File: config.mk
export PLATFORM = sky130hd
export DESIGN_NAME = beat_detector
export DESIGN_NICKNAME = d
export VERILOG_FILES = /design/src/rtl/beat_pkg.sv /design/src/rtl/interval_avg.sv /design/src/rtl/beat_detector.sv
export SDC_FILE = /design/constraint.sdc
export NUM_CORES = 1
export LEC_CHECK = 0
export CAP_MARGIN = 20
export CORE_MARGIN = 4
export CORE_UTILIZATION = 57
export CTS_BUF_LIST = sky130_fd_sc_hd__clkbuf_4
export CTS_CLUSTER_DIAMETER = 80
export CTS_CLUSTER_SIZE = 28
export DETAILED_ROUTE_END_ITERATION = 16
export HOLD_SLACK_MARGIN = 0.05
export PLACE_DENSITY = 0.93
export RECOVER_POWER = 25
export SYNTH_ARGS = -nofsm -noshare
export SYNTH_HDL_FRONTEND = slang
export SYNTH_HIERARCHICAL = 1
export SYNTH_SLANG_ARGS = --single-unit
File: constraint.sdc
create_clock -name clk -period 4.4 [get_ports clk]
set_input_delay 0.88 -clock clk [delete_from_list [all_inputs] [get_ports clk]]
set_output_delay 0.88 -clock clk [all_outputs]
set_load 0.005 [all_outputs]
File: src/rtl/beat_pkg.sv
// Shared types and constants for the PPG beat detector.
package beat_pkg;

    typedef enum logic [1:0] {S_INIT, S_RISE, S_FALL} beat_state_t;

    localparam int unsigned AVG_DEPTH = 4;
    localparam int unsigned AVG_SHIFT = 2;

endpackage

File: src/rtl/interval_avg.sv
// Mean of the last AVG_DEPTH peak-to-peak intervals, kept as a running sum over a history
// shift register. Only instantiated when BEAT_AVG_EN is defined.
module interval_avg
    import beat_pkg::*;
#(
    parameter int unsigned GAP_W = 12
) (
    input  logic             clk,
    input  logic             reset_n,
    input  logic             clear,
    input  logic             in_valid,
    input  logic [GAP_W-1:0] in_interval,
    output logic [GAP_W-1:0] avg_interval,
    output logic             avg_valid
);

    localparam int unsigned SUM_W = GAP_W + AVG_SHIFT;
    localparam int unsigned CNT_W = $clog2(AVG_DEPTH + 1);
    localparam logic [CNT_W-1:0] FULL = CNT_W'(AVG_DEPTH);

    logic [GAP_W-1:0] hist_q [AVG_DEPTH];
    logic [SUM_W-1:0] sum_q;
    logic [CNT_W-1:0] seen_q;

    always_ff @(posedge clk or negedge reset_n) begin
        if (!reset_n) begin
            for (int i = 0; i < int'(AVG_DEPTH); i++) hist_q[i] <= '0;
            sum_q  <= '0;
            seen_q <= '0;
        end else if (clear) begin
            for (int i = 0; i < int'(AVG_DEPTH); i++) hist_q[i] <= '0;
            sum_q  <= '0;
            seen_q <= '0;
        end else if (in_valid) begin
            hist_q[0] <= in_interval;
            for (int i = 1; i < int'(AVG_DEPTH); i++) hist_q[i] <= hist_q[i-1];
            // Oldest entry leaves the window as the new one enters.
            sum_q <= sum_q + SUM_W'(in_interval) - SUM_W'(hist_q[AVG_DEPTH-1]);
            if (seen_q != FULL) seen_q <= seen_q + 1'b1;
        end
    end

    assign avg_interval = GAP_W'(sum_q >> AVG_SHIFT);
    assign avg_valid    = (seen_q == FULL);

endmodule

File: src/rtl/beat_detector.sv
// Hysteresis peak/trough detector with refractory gap and peak-to-peak interval measurement.
// Optional interval averaging is enabled by defining BEAT_AVG_EN.
module beat_detector
    import beat_pkg::*;
#(
    parameter int unsigned W       = 10,
    parameter int unsigned HYST    = 8,
    parameter int unsigned MIN_GAP = 40,
    parameter int unsigned GAP_W   = 12,
    parameter int unsigned COUNT_W = 10
) (
    input  logic               clk,
    input  logic               reset_n,
    input  logic               clear,
    input  logic               sample_valid,
    input  logic [W-1:0]       sample,
    output logic               peak_pulse,
    output logic               trough_pulse,
    output logic [COUNT_W-1:0] num_peaks,
    output logic [COUNT_W-1:0] num_troughs,
    output logic [GAP_W-1:0]   interval,
    output logic               interval_valid,
    output logic [GAP_W-1:0]   avg_interval,
    output logic               avg_valid
);

    localparam logic [W:0]     HYST_V    = (W+1)'(HYST);
    localparam logic [GAP_W:0] MIN_GAP_V = (GAP_W+1)'(MIN_GAP);

    beat_state_t        state_q, state_d;
    logic [W-1:0]       max_q, max_d, min_q, min_d;
    logic [GAP_W-1:0]   gap_q, gap_d, gap_sat;
    logic [GAP_W:0]     gap_inc;
    logic               first_q, first_d;
    logic [COUNT_W-1:0] npk_q, npk_d, ntr_q, ntr_d;
    logic [GAP_W-1:0]   interval_q, interval_d;
    logic               peak_q, peak_d, trough_q, trough_d, ival_q, ival_d;
    logic [W:0]         fall_diff, rise_diff;

    // Widened by one bit so gap+1 at saturation still clears the refractory test.
    assign gap_inc   = {1'b0, gap_q} + 1'b1;
    assign gap_sat   = (&gap_q) ? gap_q : gap_q + 1'b1;
    assign fall_diff = {1'b0, max_q} - {1'b0, sample};
    assign rise_diff = {1'b0, sample} - {1'b0, min_q};

    always_comb begin
        state_d    = state_q;
        max_d      = max_q;
        min_d      = min_q;
        gap_d      = gap_q;
        first_d    = first_q;
        npk_d      = npk_q;
        ntr_d      = ntr_q;
        interval_d = interval_q;
        peak_d     = 1'b0;
        trough_d   = 1'b0;
        ival_d     = 1'b0;
        if (sample_valid) begin
            gap_d = gap_sat;
            case (state_q)
                S_INIT: begin
                    max_d   = sample;
                    min_d   = sample;
                    state_d = S_RISE;
                end
                S_RISE: begin
                    if (sample > max_q) begin
                        max_d = sample;
                    end else if (fall_diff >= HYST_V) begin
                        min_d   = sample;
                        state_d = S_FALL;
                        // A peak inside the refractory window still moves the FSM.
                        if (first_q || gap_inc >= MIN_GAP_V) begin
                            peak_d = 1'b1;
                            npk_d  = (&npk_q) ? npk_q : npk_q + 1'b1;
                            if (!first_q) begin
                                interval_d = gap_sat;
                                ival_d     = 1'b1;
                            end
                            first_d = 1'b0;
                            gap_d   = '0;
                        end
                    end
                end
                S_FALL: begin
                    if (sample < min_q) begin
                        min_d = sample;
                    end else if (rise_diff >= HYST_V) begin
                        trough_d = 1'b1;
                        ntr_d    = (&ntr_q) ? ntr_q : ntr_q + 1'b1;
                        max_d    = sample;
                        state_d  = S_RISE;
                    end
                end
                default: state_d = S_INIT;
            endcase
        end
    end

    always_ff @(posedge clk or negedge reset_n) begin
        if (!reset_n) begin
            state_q    <= S_INIT;
            max_q      <= '0;
            min_q      <= '0;
            gap_q      <= '0;
            first_q    <= 1'b1;
            npk_q      <= '0;
            ntr_q      <= '0;
            interval_q <= '0;
            peak_q     <= 1'b0;
            trough_q   <= 1'b0;
            ival_q     <= 1'b0;
        end else if (clear) begin
            state_q    <= S_INIT;
            max_q      <= '0;
            min_q      <= '0;
            gap_q      <= '0;
            first_q    <= 1'b1;
            npk_q      <= '0;
            ntr_q      <= '0;
            interval_q <= '0;
            peak_q     <= 1'b0;
            trough_q   <= 1'b0;
            ival_q     <= 1'b0;
        end else begin
            state_q    <= state_d;
            max_q      <= max_d;
            min_q      <= min_d;
            gap_q      <= gap_d;
            first_q    <= first_d;
            npk_q      <= npk_d;
            ntr_q      <= ntr_d;
            interval_q <= interval_d;
            peak_q     <= peak_d;
            trough_q   <= trough_d;
            ival_q     <= ival_d;
        end
    end

    assign peak_pulse     = peak_q;
    assign trough_pulse   = trough_q;
    assign num_peaks      = npk_q;
    assign num_troughs    = ntr_q;
    assign interval       = interval_q;
    assign interval_valid = ival_q;

`ifdef BEAT_AVG_EN
    interval_avg #(
        .GAP_W(GAP_W)
    ) u_interval_avg (
        .clk         (clk),
        .reset_n     (reset_n),
        .clear       (clear),
        .in_valid    (ival_q),
        .in_interval (interval_q),
        .avg_interval(avg_interval),
        .avg_valid   (avg_valid)
    );
`else
    assign avg_interval = '0;
    assign avg_valid    = 1'b0;
`endif

endmodule
==> flow_summary_export.csv <==
group,metric,value,unit
place,numPortBuffers,48,
power,p_sw_share,27.9,%
global_routing,antenna_found_initial,0,
worst_setup_path,cp-endpoint,"num_troughs[4]",
timing,rsz0062_at_grt,"no",
global_routing,gr-max-usage-layer,"met2",
place,place_ws,0.0283,ns
power,clkPwrFrac,37.8,%
power,total_power,1540,uW
cells_and_area,finish.utilization,66.5,%
worst_setup_path,critical_path.endpoint_type,"flip-flop",
clock_network,cts_max_path_buffers,2,
timing,final.setup.tns,0,ns
global_routing,grt.met2_usage,37.4,%
synthesis,synth_area_leaders,"dfrtp_1 (36%), ha_1 (6.0%), nand2_1 (5.4%), mux2i_1 (4.8%), a21oi_1 (3.6%)",
clock_network,numCtsBuffers,9,
floorplan,core,0.00818,mm2
power,total_leakage_power,0.00235,uW
global_routing,grt_overflow,0,
floorplan,dieArea,0.00989,mm2
global_routing,grt_pass1_vias,4127,
synthesis,ys_ff_latch,70,
worst_setup_path,reg2reg_slack,1.10,ns
place,gp_congestion,0.896,
cells_and_area,antennaDiodeCount,0,
timing,worst_clock_skew,0.0170,ns
cells_and_area,final_layout_size_suffix_gt1_share,6.83,%
timing,hold_viol_final,0,
timing,setup_viol,0,
worst_setup_path,critPathLaunch,"sample[4]",
floorplan,initial_utilization,58.3,%
clock_network,h-tree-depth,3,
worst_setup_path,setup.worst_path.start_class,"input port",
synthesis,ys_seq_area_share,36.8,%
timing,slew_violations,30,
place,place_area,0.00522,mm2
detailed_routing,dr.pass1.iters,5,
global_routing,grt_util_all_layers,23.5,%
detailed_routing,drc,0,
worst_setup_path,required,4.70,ns
global_routing,grt_max_degree,49,
detailed_routing,wl_per_cell,15.9,um
synthesis,synth_top_cell_area_share,36.2,%
power,ir_drop,0.000273,V
job,maxCapViolations,1,
synthesis,syn_area,0.00476,mm2
floorplan,die_w,99.4,um
timing,slew_headroom,-8.62,%
floorplan,dieHeight,99.4,um
clock_network,cts_setup_buffers,0,
worst_setup_path,r2r_cells,10,
power,intPower,1110,uW
power,combPwrFrac,18.2,%
synthesis,async_flop_share,100,%
worst_setup_path,cp_max_fo,18,
clock_network,postCtsHoldBufs,0,
timing,tightest_slew,1.63,ns
global_routing,grt_pass1_wl,19.2,mm
power,p_per_area,284,mW/mm2
worst_hold_path,hold_depth,2,
floorplan,fp-row-count,33,
clock_network,insertion_delay,0.42,ns
timing,period_minus_slack,3.85,ns
global_routing,use_met1,31.8,%
clock_network,cts_resized,0,
detailed_routing,vias,4379,
power,seq_power_share,44.0,%
clock_network,cts.sink_count,70,
cells_and_area,areaGrowthSynthToFinish,14.0,%
detailed_routing,drtIter0Drc,399,
timing,clock.fmax,260,MHz
outcome,status,"finished with violations",
synthesis,synth_area_per_cell,8.49,um2
place,hpwlAfterDp,7.92,mm
worst_setup_path,critPathArrivalTime,4.14,ns
clock_network,clockRootBuffer,"clkbuf_4",
detailed_routing,postRouteAntennaNets,0,
synthesis,syn_inst,561,
power,p_sw,431,uW
worst_setup_path,timing.rr.start,"min_q[4]",
worst_hold_path,min_path_type,"reg2reg",
detailed_routing,finalWirelength,11.2,mm
global_routing,met3_usage,3.79,%
floorplan,ios,62,
synthesis,synth_top_area_cell,"dfrtp_1",
cells_and_area,final_cell_area,0.00543,mm2
synthesis,ys.flop_type,"dfrtp_1",
worst_setup_path,criticalPathCategory,"in2reg",
synthesis,synth_edf_count,0,
timing,period_share,87.4,%
clock_network,cts_tree,"built",
worst_setup_path,r2r-end,"num_troughs[4]",
detailed_routing,viasPerCell,6.21,
clock_network,clk_pin_slew,0.11,ns
cells_and_area,fin_nets,634,
synthesis,synth.yosys.warnings,6,
outcome,violations,"max-capacitance violations, max-slew violations",
timing,layout_setup_ws,0.555,ns
synthesis,netlist-cell-type-count,65,
## cell type report
type | count | area [um2]
Multi-Input combinational cell | 424 | 2690
Tap cell | 105 | 131
Timing Repair Buffer | 55 | 527
Fill cell | 655 | 2740
Inverter | 36 | 135
Clock buffer | 9 | 67.6
Clock inverter | 6 | 135
Sequential cell | 70 | 1750
## cell usage in the layout, fill, tap and decap left out, drive strengths merged, types with 13 or more instances in the layout
cell type      instances
ha                    23
nand3                 27
dfrtp                 69
inv                   36
nand2                 68
nor2                  44
mux2i                 23
a21oi                 35
nor3                  18
clkdlybuf4s50         47
conb                  13
o21ai                 27
## flip-flops by register name, summed over array words and instances (netlist names)
| name | cells |
|---|---|
| first_q | 1 |
| interval | 12 |
| trough_pulse | 1 |
| max_q | 10 |
| peak_pulse | 1 |
| interval_valid | 1 |
| min_q | 10 |
| state_q | 2 |
| num_troughs | 10 |
| gap_q | 12 |
| num_peaks | 10 |
## cell usage after synthesis (all sizes together), types with 8 or more instances
| master | number |
|---|---|
| buf | 24 |
| nand2 | 68 |
| a211oi | 8 |
| nor2 | 44 |
| dfrtp | 69 |
| o31ai | 8 |
| ha | 23 |
| nand3 | 27 |
| a21oi | 35 |
| nor3 | 18 |
| nor4 | 12 |
| inv | 36 |
| clkbuf | 19 |
| or4 | 8 |
| a311oi | 9 |
| or3 | 11 |
| mux2i | 23 |
| o21ai | 27 |
## worst min-delay path by stage
| stage | start | endpoint | slack, ns |
|---|---|---|---|
| 6_report | first_q | first_q | 0.48 |
| 5_1_grt | first_q | first_q | 0.53 |
| 4_1_cts | first_q | first_q | 0.49 |
| 3_5_place_dp | first_q | first_q | 0.47 |
| 3_3_place_gp | first_q | first_q | 0.46 |
| 2_1_floorplan | first_q | first_q | 0.45 |
## power by group through the flow
stage                     logic [uW]  clock network (uW)  registers [uW]
final                            281                 583             678
after global routing             311                 617             681
after CTS                        277                 588             678
after detailed placement         273                   0             690
after global placement           261                   0             689
after floorplan                  212                   0             684
## logic make-up (layout without fill, tap and decap cells)
| logic type | count (synthesis) | count (layout) | share of synthesized area [%] |
|---|---|---|---|
| compound gates | 128 | 128 | 18.3 |
| simple gates | 220 | 220 | 22.6 |
| other cells | 1 | 13 | 0.0787 |
| buf+inv | 79 | 106 | 7.80 |
| mux | 27 | 27 | 5.78 |
| fa+ha+maj | 24 | 24 | 6.46 |
| xor+xnor | 12 | 12 | 2.21 |
| flops | 70 | 70 | 36.8 |
## through the flow
step | std cells | hold slack [ns]
after floorplan | 573 | 0.446
after global placement | 688 | 0.456
after detailed placement | 688 | 0.468
after CTS | 703 | 0.485
after global routing | 705 | 0.526
final | 705 | 0.484
## per-layer routing
layer  share of wire (%)  wire length (um)  vias up
li1                    -                 -     2060
met1                  42              4710     2084
met2                  49              5540      203
met3                 6.6               739       32
met4                 2.2               247        0
met5                   0                 0        -
## worst max-delay path: stages
cell and delay (ns):
clkdlybuf4s50_1 0.44, ha_1 0.35, a21oi_2 0.15, o21ai_0 0.16
a211o_1 0.34, and3_1 0.19, or3_4 0.35, a311o_1 0.49
nor4_1 0.40, mux2_2 0.37
No activity file was read; power rests on OpenSTA's default activity.
